**config.mk**
```make
export PLATFORM = sky130hd
export DESIGN_NAME = prog_clk_div
export DESIGN_NICKNAME = d
export VERILOG_FILES = /design/src/rtl/prog_clk_div.sv
export SDC_FILE = /design/constraint.sdc
export NUM_CORES = 1
export LEC_CHECK = 0
export BUFFER_PORTS_ARGS = -buffer_cell sky130_fd_sc_hd__buf_2
export CORE_MARGIN = 4
export CORE_UTILIZATION = 30
export CTS_CLUSTER_SIZE = 25
export DETAILED_ROUTE_END_ITERATION = 16
export SETUP_SLACK_MARGIN = 0.15
export SYNTH_ARGS = -nofsm -noshare
export SYNTH_HDL_FRONTEND = slang
export SYNTH_SLANG_ARGS = --single-unit
```
**constraint.sdc**
```tcl
create_clock -name top_clk -period 2.5 [get_ports top_clk]
set_input_delay 0.125 -clock top_clk [delete_from_list [all_inputs] [get_ports top_clk]]
set_output_delay 0.125 -clock top_clk [all_outputs]
set_load 0.01 [all_outputs]
```
**src/rtl/prog_clk_div.sv**
```systemverilog
// -----------------------------------------------------------------------------
// prog_clk_div
//
// Bank of NUM_CH independent programmable clock dividers running from a single
// clock. Each channel counts enabled top_clk edges; when its counter reaches the
// active divide value the channel's divided clock inverts and the counter
// restarts, giving a half-period of (div + 1) enabled edges.
//
// Divide values are changed through a shared valid/ready write port. A write
// parks the new value in a per-channel pending register; it becomes active at
// the channel's next terminal event (or on the next edge if the channel is
// disabled). While a value is pending for the addressed channel the port
// back-pressures, so no write is ever overwritten. Writes addressed to a
// channel index that does not exist are accepted and dropped.
//
// Optional feature (compile-time macro):
//   PROG_CLK_DIV_TICK_EN  defined   -> tick[n] pulses for one cycle whenever
//                                       clk_out[n] toggles (registered).
//                         undefined -> tick is tied to zero, no tick registers.
//
// Parameters:
//   NUM_CH   number of divider channels (1..16)
//   CNT_W    counter / divide-value width
//   DEF_DIV  divide value loaded into every channel at reset (fits in CNT_W)
//
// Ports:
//   top_clk    in   1        sole clock, rising edge
//   rst        in   1        synchronous active-high reset
//   en         in   NUM_CH   per-channel count enable
//   cfg_valid  in   1        divide-value write request
//   cfg_ch     in   CH_W     target channel of the write
//   cfg_div    in   CNT_W    new divide value
//   cfg_ready  out  1        write accepted when cfg_valid & cfg_ready (comb.)
//   clk_out    out  NUM_CH   divided clock per channel (registered)
//   tick       out  NUM_CH   one-cycle pulse on each clk_out toggle (registered)
// -----------------------------------------------------------------------------
module prog_clk_div #(
    parameter int NUM_CH  = 4,
    parameter int CNT_W   = 26,
    parameter int DEF_DIV = 50000000,
    localparam int CH_W   = (NUM_CH > 1) ? $clog2(NUM_CH) : 1
) (
    input  logic              top_clk,
    input  logic              rst,
    input  logic [NUM_CH-1:0] en,
    input  logic              cfg_valid,
    input  logic [CH_W-1:0]   cfg_ch,
    input  logic [CNT_W-1:0]  cfg_div,
    output logic              cfg_ready,
    output logic [NUM_CH-1:0] clk_out,
    output logic [NUM_CH-1:0] tick
);

    // Every code cfg_ch can express; codes at or above NUM_CH have no channel.
    localparam int CH_SPAN = 1 << CH_W;
    localparam logic [CNT_W-1:0] DEF_DIV_V = CNT_W'(DEF_DIV);

    logic [NUM_CH-1:0]  w_pflag;      // pending flag of each real channel
    logic [CH_SPAN-1:0] w_pflag_ext;  // pending flags padded to the full code space
    logic               w_cfg_fire;   // a write is accepted on this edge

    genvar gi;

    // Nonexistent channels never have anything pending, so the port is always
    // ready for them and the write simply matches no channel below.
    generate
        for (gi = 0; gi < CH_SPAN; gi++) begin : g_pf_ext
            if (gi < NUM_CH) begin : g_real
                assign w_pflag_ext[gi] = w_pflag[gi];
            end else begin : g_pad
                assign w_pflag_ext[gi] = 1'b0;
            end
        end
    endgenerate

    assign cfg_ready  = ~w_pflag_ext[cfg_ch];
    assign w_cfg_fire = cfg_valid & cfg_ready;

    generate
        for (gi = 0; gi < NUM_CH; gi++) begin : g_ch
            logic [CNT_W-1:0] r_cnt;
            logic [CNT_W-1:0] r_div;
            logic [CNT_W-1:0] r_pend;
            logic             r_pflag;
            logic             r_clk;

            logic [CNT_W-1:0] w_cnt_next;
            logic [CNT_W-1:0] w_div_next;
            logic [CNT_W-1:0] w_pend_next;
            logic             w_pflag_next;
            logic             w_clk_next;
            logic             w_term;
            logic             w_wr;
            logic             w_apply;

            // The counter never exceeds div (div only changes while the counter
            // is being cleared), so ">=" is just a robust form of "==".
            assign w_term  = en[gi] & (r_cnt >= r_div);
            assign w_wr    = w_cfg_fire & (cfg_ch == CH_W'(gi));
            // A pending value is committed at a terminal event, or immediately
            // when the channel is idle so a disabled channel does not block
            // the write port forever.
            assign w_apply = r_pflag & (w_term | ~en[gi]);

            always_comb begin
                w_cnt_next   = r_cnt;
                w_clk_next   = r_clk;
                w_div_next   = r_div;
                w_pend_next  = r_pend;
                w_pflag_next = r_pflag;

                if (en[gi]) begin
                    if (w_term) begin
                        w_cnt_next = '0;
                        w_clk_next = ~r_clk;
                    end else begin
                        w_cnt_next = r_cnt + CNT_W'(1);
                    end
                end else if (r_pflag) begin
                    // Idle apply restarts the period so the new value is
                    // honoured in full once counting resumes.
                    w_cnt_next = '0;
                end

                if (w_apply) begin
                    w_div_next   = r_pend;
                    w_pflag_next = 1'b0;
                end

                // A write can only land while nothing is pending (cfg_ready),
                // so it never collides with w_apply. A write coinciding with a
                // terminal event is therefore held for the following one.
                if (w_wr) begin
                    w_pend_next  = cfg_div;
                    w_pflag_next = 1'b1;
                end
            end

            always_ff @(posedge top_clk) begin
                if (rst) begin
                    r_cnt   <= '0;
                    r_div   <= DEF_DIV_V;
                    r_pend  <= '0;
                    r_pflag <= 1'b0;
                    r_clk   <= 1'b0;
                end else begin
                    r_cnt   <= w_cnt_next;
                    r_div   <= w_div_next;
                    r_pend  <= w_pend_next;
                    r_pflag <= w_pflag_next;
                    r_clk   <= w_clk_next;
                end
            end

            assign w_pflag[gi] = r_pflag;
            assign clk_out[gi] = r_clk;

`ifdef PROG_CLK_DIV_TICK_EN
            logic r_tick;

            always_ff @(posedge top_clk) begin
                if (rst) begin
                    r_tick <= 1'b0;
                end else begin
                    r_tick <= w_term;
                end
            end

            assign tick[gi] = r_tick;
`else
            assign tick[gi] = 1'b0;
`endif
        end
    endgenerate

endmodule

```
==> impl_metrics.yaml, run 1 <==
yosys:
  synthMuxAreaShare_pct: 4.18
  synthSimpleGateAreaFrac_pct: 21.5
  ys_ff_latch: 320
  synth_compound_area_share_pct: 13.8
  ys_seq_area_share_pct: 42.3
  syn_inst: 1827
  synth_xor_area_share_pct: 3.01
  netlist-cell-type-count: 63
  syn_area_um2: 15100
  synth_top_family_by_area: "simple AND/OR/NAND/NOR gates"
  synth_edf_count: 0
  synthAdderAreaFrac_pct: 8.93
  ys_warn_count: 0
  synth.avg_cell_area_um2: 8.28
  ys.flop_type: "dfxtp_1"
  synthArstFlopShare_pct: 0
global_route:
  overflow: 0
  grt_max_degree: 82
  grt_usage_pct: 14.8
  grt_pass1_wl_um: 66300
  antenna_found_initial: 2
  grt_pass1_vias: 12766
worst_setup_path:
  critPathMaxFanout: 3
  endpoint: "g_ch[2].r_clk"
  reg2reg_from: "g_ch[2].r_div[9]"
  crit_path_cell_trace: "inv_1 -> ha_1 -> a21oi_1 -> o21ai_1 -> o31a_1 -> buf_4 -> buf_6 -> buf_4 -> buf_4 -> buf_4 -> o31ai_2 -> xor2_1 -> nor2_1"
  crit_path_start_kind: "flip-flop"
  cp.required_ns: 2.91
  reg2reg_to: "g_ch[2].r_clk"
  critPathTopFamily: "compound AO/OA/AOI/OAI gates"
  end_kind: "flip-flop"
  criticalPathCategory: "flip-flop to flip-flop"
  regToRegSetupSlack_ns: -0.06
  worstSetupPathDepth: 13
  cp_data_arrival_time_ns: 2.96
  cp_slowest_stage_delay_ns: 0.34
  worstSetupStartpoint: "g_ch[2].r_div[9]"
  crit_buf_inv: 6
  cp_common_cell: "buf_4"
  reg2reg_depth: 13
  cp_slowest_cell: "dfxtp_1"
place:
  gp_congestion: 0.805
  dpl_cell_area_um2: 17000
  pre_cts_ws_ns: -0.247
  dp.cells: 2588
  hpwlAfterDp_um: 27600
  port_buffers: 39
outcome:
  violations: "hold timing, setup timing"
  outcome: "finished, violations left"
sta:
  layout_min_cycle_time_ns: 2.56
  worst_slack_ns: -0.0588
  slew_violations: 0
  hold_violations: 1
  hold_ws_ns: -0.0000107
  rsz0062_at_grt: "yes"
  clock.fmax_mhz: 391
  relSlewSlack_pct: 33.7
  final.period_utilization_pct: 102
  tightestPinTransition_ns: 0.994
  fin_skew_ns: 0.0147
  final-setup-viol-count: 8
drt:
  wl_per_cell_um: 15.8
  wirelength_um: 43400
  drt-pass1-iter-count: 5
  vias_per_cell: 4.91
  num_vias: 13512
  ant_nets: 0
  dr.first_iter.drc_count: 847
  drc_errors: 0
floorplanning:
  row_count: 82
  die_h_um: 233
  initial_utilization_pct: 30.3
  die_w_um: 233
  dieArea_um2: 54100
  core_area_um2: 50000
  io-pin-count: 44
power:
  internal-power_mw: 8.81
  vdd_drop_max_mv: 0.282
  power_density_nw_per_um2: 548
  power.leakage_nw: 8.67
  p_sw_share_pct: 24.0
  switchingPower_mw: 2.78
  pwr-share-seq_pct: 45.4
  power_frac_clock_pct: 46.5
  p_comb_share_pct: 8.2
layout:
  final_nets: 2201
  antenna_cells: 0
  final_area_um2: 21200
  final_cell_mix: "292 x nand2_1, 284 x dfxtp_1, 146 x a21oi_1"
  n_fill_cell: 4691
  layout-drive-gt1-share_pct: 28.4
  layout_commonest_cell: "nand2_1"
  final_util_pct: 42.3
  syn_to_final_growth_pct: 39.8
  final_cells: 2753
clocking:
  cts_buffers: 36
  cts_tree: "done"
  htreeDepth: 2
  clock_insertion_delay_worst_skew_ns: 0.53
  max-clock-path-buffers: 3
  clock-root-buffer: "clkbuf_16"
  clock-sinks: 320
  clk_pin_slew_ns: 0.06
worst_hold_path:
  min_path_type: "primary input to flip-flop"
job:
  maxCapViolCount: 0
==> power groups by stage <==
| stage | logic, mW | registers, mW | clock network, mW |
|---|---|---|---|
| 5_1_grt | 1.02 | 5.27 | 5.71 |
| 3_5_place_dp | 0.676 | 5.36 | 0 |
| 2_1_floorplan | 0.395 | 5.35 | 0 |
| 4_1_cts | 0.794 | 5.25 | 5.49 |
| 3_3_place_gp | 0.660 | 5.36 | 0 |
| 6_report | 0.948 | 5.26 | 5.39 |
==> cell type report <==
type	instances	area, um^2	share of cell area (%)
flip-flops and latches	320	6450	30.5
inverters	134	503	2.38
multi-input cells	1287	9370	44.3
well taps	672	841	3.97
clock inverters	13	156	0.739
clock buffers	48	1040	4.90
repair buffers	279	2800	13.2
==> per-stage QoR <==
stage                     power [mW]  setup TNS, ns
after floorplan                 5.75              0
after global placement          6.02          -3.33
after detailed placement        6.04          -5.95
after CTS                       11.5              0
after global routing            12.0          -8.26
final                           11.6         -0.182
==> registers in the layout, indices dropped and copies added (netlist names) <==
register      flops
g_ch.r_cnt      104
g_ch.r_pend     104
g_ch.r_div      104
g_ch.r_pflag      4
g_ch.r_clk        4
==> cell usage after synthesis, drive strengths merged (5+ instances only) <==
master,n,area (um^2)
nor2,157,589
buf,38,241
mux2i,61,611
o21ai,44,228
a21oi,182,911
xor2,31,272
ha,108,1350
or3,6,42.5
nor4,12,118
a21o,18,135
nand2b,12,75.1
nor2b,5,31.3
xnor2,21,184
nor3,69,402
a31oi,70,438
a22o,7,61.3
dfxtp,320,6410
nand2,295,1110
nand4,39,250
and3,18,113
a41oi,6,52.6
nand3,61,310
and4,6,52.6
clkbuf,51,191
inv,134,503
or2,8,50.1
and2,5,31.3
==> worst min path at each step <==
stage,endpoint,cells after the start,start,slack [ns]
finish,g_ch[1].r_clk,4,en[1],-0.00001
global route,g_ch[1].r_clk,4,en[1],0.009
CTS,g_ch[3].r_cnt[0],4,en[3],0.02
detailed placement,g_ch[3].r_pend[11],2,g_ch[3].r_pend[11],0.45
global placement,g_ch[3].r_pend[9],2,g_ch[3].r_pend[9],0.44
floorplan,g_ch[0].r_pend[0],2,cfg_div[0],0.26
==> metal layers <==
metal	global-route usage, %	part of all wire [%]	vias to the layer above
li1	-	-	6768
met1	19.3	45	6449
met2	25.0	49	223
met3	2.41	3.8	68
met4	4.71	2.7	4
met5	0	0.060	-
==> worst reg2reg max path: cells and delay by family (launching register included) <==
| family | cells | cell delay, ns |
|---|---|---|
| adders and majority gates | 1 | 0.31 |
| xor gates and xnor gates | 1 | 0.17 |
| buffers and inverters | 6 | 0.68 |
| AOI/OAI and AO/OA | 4 | 0.88 |
| and+or+nand+nor | 1 | 0.05 |
| DFF | 1 | 0.34 |
==> cells by family after synthesis <==
| logic type | after synthesis |
|---|---|
| flops | 320 |
| fa+ha+maj | 108 |
| other cells | 1 |
| simple gates | 704 |
| xor+xnor | 52 |
| compound gates | 357 |
| mux | 62 |
| buf+inv | 223 |
==> what timing repair did <==
action	in CTS	in global routing
resized for setup	126	258
pin swaps	37	86
endpoints found under the setup margin	207	210
setup buffers	23	28
hold buffers	28	0
gates cloned	11	14
hold endpoints to repair	108	0
Note: power is estimated with default switching activity, not from simulation.
==> inputs of run 2 (changes only) <==
==> constraint.sdc (replaced) <==
create_clock -name top_clk -period 2.35 [get_ports top_clk]
set_input_delay 0.1175 -clock top_clk [delete_from_list [all_inputs] [get_ports top_clk]]
set_output_delay 0.1175 -clock top_clk [all_outputs]
set_load 0.01 [all_outputs]
==> impl_metrics.yaml, run 2 (synthesis results as in run 1) <==
outcome:
  outcome: "finished, violations left"
  violations: "setup timing"
global_route:
  grt_pass1_vias: 13542
  antenna_found_initial: 2
  grt_pass1_wl_um: 69100
  grt_max_degree: 67
  overflow: 0
  grt_usage_pct: 15.5
worst_hold_path:
  hold_depth: 4
  min_path_type: "primary input to flip-flop"
  worstHoldStart: "en[2]"
  min_to: "g_ch[2].r_clk"
floorplanning:
  row_count: 82
  io-pin-count: 44
  initial_utilization_pct: 30.3
  core_area_um2: 50000
  dieArea_um2: 54100
  die_w_um: 233
  die_h_um: 233
worst_setup_path:
  crit_path_start_kind: "flip-flop"
  critPathMaxFanout: 5
  end_kind: "flip-flop"
  reg2reg_depth: 12
  criticalPathCategory: "flip-flop to flip-flop"
  regToRegSetupSlack_ns: -0.13
  reg2reg_to: "g_ch[0].r_div[15]"
  cp.required_ns: 2.74
  reg2reg_from: "g_ch[0].r_div[24]"
  cp_data_arrival_time_ns: 2.86
drt:
  num_vias: 13804
  ant_nets: 0
  dr.first_iter.drc_count: 803
  drc_errors: 0
  wl_per_cell_um: 16.1
  vias_per_cell: 4.94
  drt-pass1-iter-count: 5
  wirelength_um: 45100
sta:
  rsz0062_at_grt: "yes"
  final.period_utilization_pct: 105
  clock.fmax_mhz: 403
  hold_violations: 0
  slew_violations: 0
  layout_min_cycle_time_ns: 2.48
  setup_tns_ns: -6.71
  tightestPinTransition_ns: 0.711
  worst_slack_ns: -0.129
  fin_skew_ns: 0.0116
  relSlewSlack_pct: 52.4
  final-setup-viol-count: 144
power:
  vdd_drop_max_mv: 0.430
  p_total_mw: 12.2
  power.leakage_nw: 8.98
  power_density_nw_per_um2: 556
place:
  gp_congestion: 0.819
  port_buffers: 39
  hpwlAfterDp_um: 28500
clocking:
  htreeDepth: 2
  cts_tree: "done"
  clock-root-buffer: "clkbuf_16"
  max-clock-path-buffers: 3
  cts_buffers: 35
  clock_insertion_delay_worst_skew_ns: 0.52
  clk_pin_slew_ns: 0.06
  clock-sinks: 320
layout:
  reg_top3: "g_ch.r_cnt x104, g_ch.r_div x104, g_ch.r_pend x104"
  n_fill_cell: 4576
  layout_commonest_cell: "nand2_1"
  syn_to_final_growth_pct: 44.8
  antenna_cells: 0
  layout-drive-gt1-share_pct: 34.0
  final_nets: 2246
  final_cell_mix: "285 x nand2_1, 261 x dfxtp_1, 164 x buf_4"
job:
  maxCapViolCount: 0
## run 2: repair_timing
action / CTS / global route
hold endpoints to repair: 106 / 0
buffers inserted: 40 / 26
pin swaps: 101 / 78
cloned: 13 / 9
resized for setup: 256 / 219
hold buffers: 28 / 0
setup endpoints to repair: 213 / 215
## run 2: worst max-delay path, cell delays in order, from the launching register on
cell and delay [ns]:
dfxtp_2 0.34, inv_2 0.04, ha_4 0.25, nand4_1 0.14
or3_4 0.43, nor4_4 0.19, o41a_4 0.27, o21ai_4 0.08
buf_12 0.14, buf_12 0.12, clkbuf_16 0.15, nor3_4 0.11
a31oi_1 0.06
## run 2: worst max-delay path by stage
stage                            startpoint           endpoint  slack, ns  cells past startpoint
after detailed placement  g_ch[0].r_div[24]  g_ch[0].r_div[17]      -0.31                     11
after global routing      g_ch[3].r_div[24]  g_ch[3].r_cnt[19]      -0.22                     11
final                     g_ch[0].r_div[24]  g_ch[0].r_div[15]      -0.13                     12
after global placement    g_ch[0].r_div[24]  g_ch[0].r_div[17]      -0.26                     11
after CTS                 g_ch[1].r_div[24]  g_ch[1].r_cnt[23]       -0.1                     12
after floorplan           g_ch[0].r_div[23]  g_ch[0].r_div[14]       0.09                     11
## run 2: layout make-up
class	count	area, um^2	area share (%)
Tap cell	672	841	3.84
Sequential cell	320	6490	29.6
Clock inverter	11	116	0.531
Clock buffer	48	1030	4.69
Multi-Input combinational cell	1287	9750	44.5
Timing Repair Buffer	325	3180	14.5
Inverter	134	503	2.30
## run 2: routing by layer
metal	GRT usage, %	up-vias	routed length (um)
met2	27.7	246	22500
met3	2.19	87	1770
met4	5.21	2	1540
li1	-	6849	-
met1	19.1	6620	19300
met5	0	-	10
## run 2: metrics by stage
stage	util (%)	area, um^2	cells	worst slack (ns)	hold slack, ns
6_report	43.8	21900	2797	-0.129	0.0191
5_1_grt	43.8	21900	2797	-0.223	0.0366
4_1_cts	41.1	20500	2762	-0.0996	0.000244
3_5_place_dp	34.8	17400	2622	-0.306	0.447
3_3_place_gp	34.8	17400	2622	-0.259	0.441
2_1_floorplan	-	15400	1830	0.0858	0.253
## run 2: where the power goes
group	internal [mW]	switching, mW	total [mW]
Sequential	5.52	0.0724	5.59
Combinational	0.444	0.610	1.05
Clock	3.28	2.26	5.54
Total	9.24	2.94	12.2
==> inputs of run 3 (changes only) <==
--- a/config.mk
+++ b/config.mk
@@ -6,11 +6,10 @@
 export NUM_CORES = 1
 export LEC_CHECK = 0
 export BUFFER_PORTS_ARGS = -buffer_cell sky130_fd_sc_hd__buf_2
-export CORE_MARGIN = 4
 export CORE_UTILIZATION = 30
 export CTS_CLUSTER_SIZE = 25
 export DETAILED_ROUTE_END_ITERATION = 16
-export SETUP_SLACK_MARGIN = 0.15
+export SETUP_SLACK_MARGIN = 0.02
 export SYNTH_ARGS = -nofsm -noshare
 export SYNTH_HDL_FRONTEND = slang
 export SYNTH_SLANG_ARGS = --single-unit
==> impl_metrics.yaml, run 3 (synthesis results as in run 1) <==
sta:
  final-setup-viol-count: 156
  final.period_utilization_pct: 107
  slew_violations: 0
  setup_tns_ns: -9.22
  layout_min_cycle_time_ns: 2.52
  tightestPinTransition_ns: 0.874
  hold_ws_ns: -0.0183
  hold_violations: 3
  worst_slack_ns: -0.168
  fin_skew_ns: 0.0169
  clock.fmax_mhz: 397
  relSlewSlack_pct: 41.7
  rsz0062_at_grt: "yes"
power:
  p_sw_share_pct: 22.9
  p_comb_share_pct: 7.8
  power.leakage_nw: 9.04
  power_frac_clock_pct: 49.0
  power_density_nw_per_um2: 595
  vdd_drop_max_mv: 0.512
  pwr-share-seq_pct: 43.2
  switchingPower_mw: 2.97
  internal-power_mw: 10.0
layout:
  final_cells: 2813
  layout_commonest_cell: "nand2_1"
  antenna_cells: 0
  final_nets: 2268
  layout-drive-gt1-share_pct: 32.4
  syn_to_final_growth_pct: 44.0
  n_fill_cell: 4542
  final_cell_mix: "289 x nand2_1, 269 x dfxtp_1, 193 x buf_4"
  reg_top3: "g_ch.r_cnt x104, g_ch.r_div x104, g_ch.r_pend x104"
job:
  maxCapViolCount: 0
floorplanning:
  dieArea_um2: 51300
  core_area_um2: 49400
  row_count: 81
  die_w_um: 227
  initial_utilization_pct: 30.7
  io-pin-count: 44
  die_h_um: 227
drt:
  num_vias: 13877
  ant_nets: 0
  vias_per_cell: 4.93
  wl_per_cell_um: 15.8
  wirelength_um: 44500
  dr.first_iter.drc_count: 942
  drt-pass1-iter-count: 5
  drc_errors: 0
place:
  gp_congestion: 0.806
  dp.cells: 2638
  hpwlAfterDp_um: 27800
  port_buffers: 39
worst_setup_path:
  crit_path_start_kind: "flip-flop"
  worstSetupStartpoint: "g_ch[1].r_cnt[19]"
  end_kind: "flip-flop"
  reg2reg_from: "g_ch[1].r_cnt[19]"
  cp_data_arrival_time_ns: 2.91
  crit_path_cell_trace: "ha_4 -> nand4_1 -> or4_4 -> nor2_4 -> o2bb2ai_4 -> o21ai_4 -> buf_6 -> buf_16 -> mux2i_1 -> nor2_1"
  criticalPathCategory: "flip-flop to flip-flop"
  cp.required_ns: 2.74
  critPathMaxFanout: 5
  cp_slowest_stage_delay_ns: 0.63
  cp_slowest_cell: "or4_4"
global_route:
  overflow: 0
  grt_pass1_wl_um: 69600
  grt_pass1_vias: 13567
  grt-busiest-layer: "met2"
  met3_usage_pct: 1.97
  antenna_found_initial: 0
  grt_usage_pct: 16.7
  grt_max_degree: 117
  grtUsageMet1_pct: 21.2
  met2_usage_pct: 28.5
clocking:
  cts_tree: "done"
  clock-sinks: 320
  cts_buffers: 37
  max-clock-path-buffers: 3
  htreeDepth: 2
  clk_pin_slew_ns: 0.06
  clock-root-buffer: "clkbuf_16"
  clock_insertion_delay_worst_skew_ns: 0.53
worst_hold_path:
  min_path_type: "primary input to flip-flop"
  worstHoldStart: "en[1]"
outcome:
  outcome: "finished, violations left"
  violations: "hold timing, setup timing"
## run 3: cell count changes in the layout (fill, tap and decap cells not counted), moves of 7 or more
cell	before	now
nor3_1	13	20
dfxtp_1	261	269
buf_4	164	193
nor3_4	34	27
## run 3: final cells by class
| type | count | area [um^2] | area share, % |
|---|---|---|---|
| clock buffers | 48 | 1060 | 4.87 |
| clock inverters | 15 | 282 | 1.29 |
| inverters | 134 | 503 | 2.31 |
| multi-input cells | 1291 | 9480 | 43.5 |
| flip-flops and latches | 320 | 6470 | 29.7 |
| well taps | 664 | 831 | 3.81 |
| repair buffers | 341 | 3150 | 14.5 |
## run 3: worst paths after layout
kind                                          end  slack (ns)  cells past startpoint
worst max-delay path            g_ch[1].r_div[16]       -0.17                     10
worst min-delay path                g_ch[1].r_clk       -0.02                      4
worst max register to register  g_ch[1].r_div[16]       -0.17                     10
worst min register to register  g_ch[2].r_pend[6]        0.45                      2
## run 3: critical path: cells and delay by family (launching register included)
| kind | cells | cell delay [ns] |
|---|---|---|
| simple gates | 4 | 0.96 |
| flops | 1 | 0.34 |
| compound gates | 2 | 0.33 |
| buf+inv | 2 | 0.32 |
| fa+ha+maj | 1 | 0.27 |
| mux | 1 | 0.14 |
## run 3: through the flow
step / hold WS [ns] / power, mW / utilization [%] / area [um^2] / setup WS (ns)
2_1_floorplan: 0.253 / 6.12 / - / 15200 / 0.0211
3_3_place_gp: 0.441 / 6.41 / 35.4 / 17400 / -0.332
5_1_grt: -0.00372 / 13.4 / 44.1 / 21800 / -0.246
6_report: -0.0183 / 13.0 / 44.1 / 21800 / -0.168
4_1_cts: 0.0132 / 13.0 / 41.8 / 20600 / -0.129
3_5_place_dp: 0.447 / 6.43 / 35.4 / 17400 / -0.372
## run 3: layer usage
| layer | wire length, um | vias up | share of wire (%) |
|---|---|---|---|
| met1 | 19500 | 6616 | 44 |
| met3 | 1480 | 96 | 3.3 |
| met5 | 0 | - | 0 |
| met4 | 1690 | 0 | 3.8 |
| met2 | 21800 | 265 | 49 |
| li1 | - | 6900 | - |
## run 3: what timing repair did
action                                 4_1_cts  5_1_grt
buffers inserted                            44       25
gates resized for setup                    185      247
hold buffers                                28        0
endpoints found under the hold margin      113        0
pin swaps                                   51      114
setup endpoints to repair                  214      216
gates cloned                                18        6
## run 3: power groups by stage
stage / Clock [mW] / Combinational, mW / Sequential, mW
floorplan: 0 / 0.423 / 5.69
global placement: 0 / 0.709 / 5.70
detailed placement: 0 / 0.726 / 5.70
CTS: 6.48 / 0.910 / 5.59
global route: 6.72 / 1.09 / 5.61
finish: 6.36 / 1.01 / 5.60
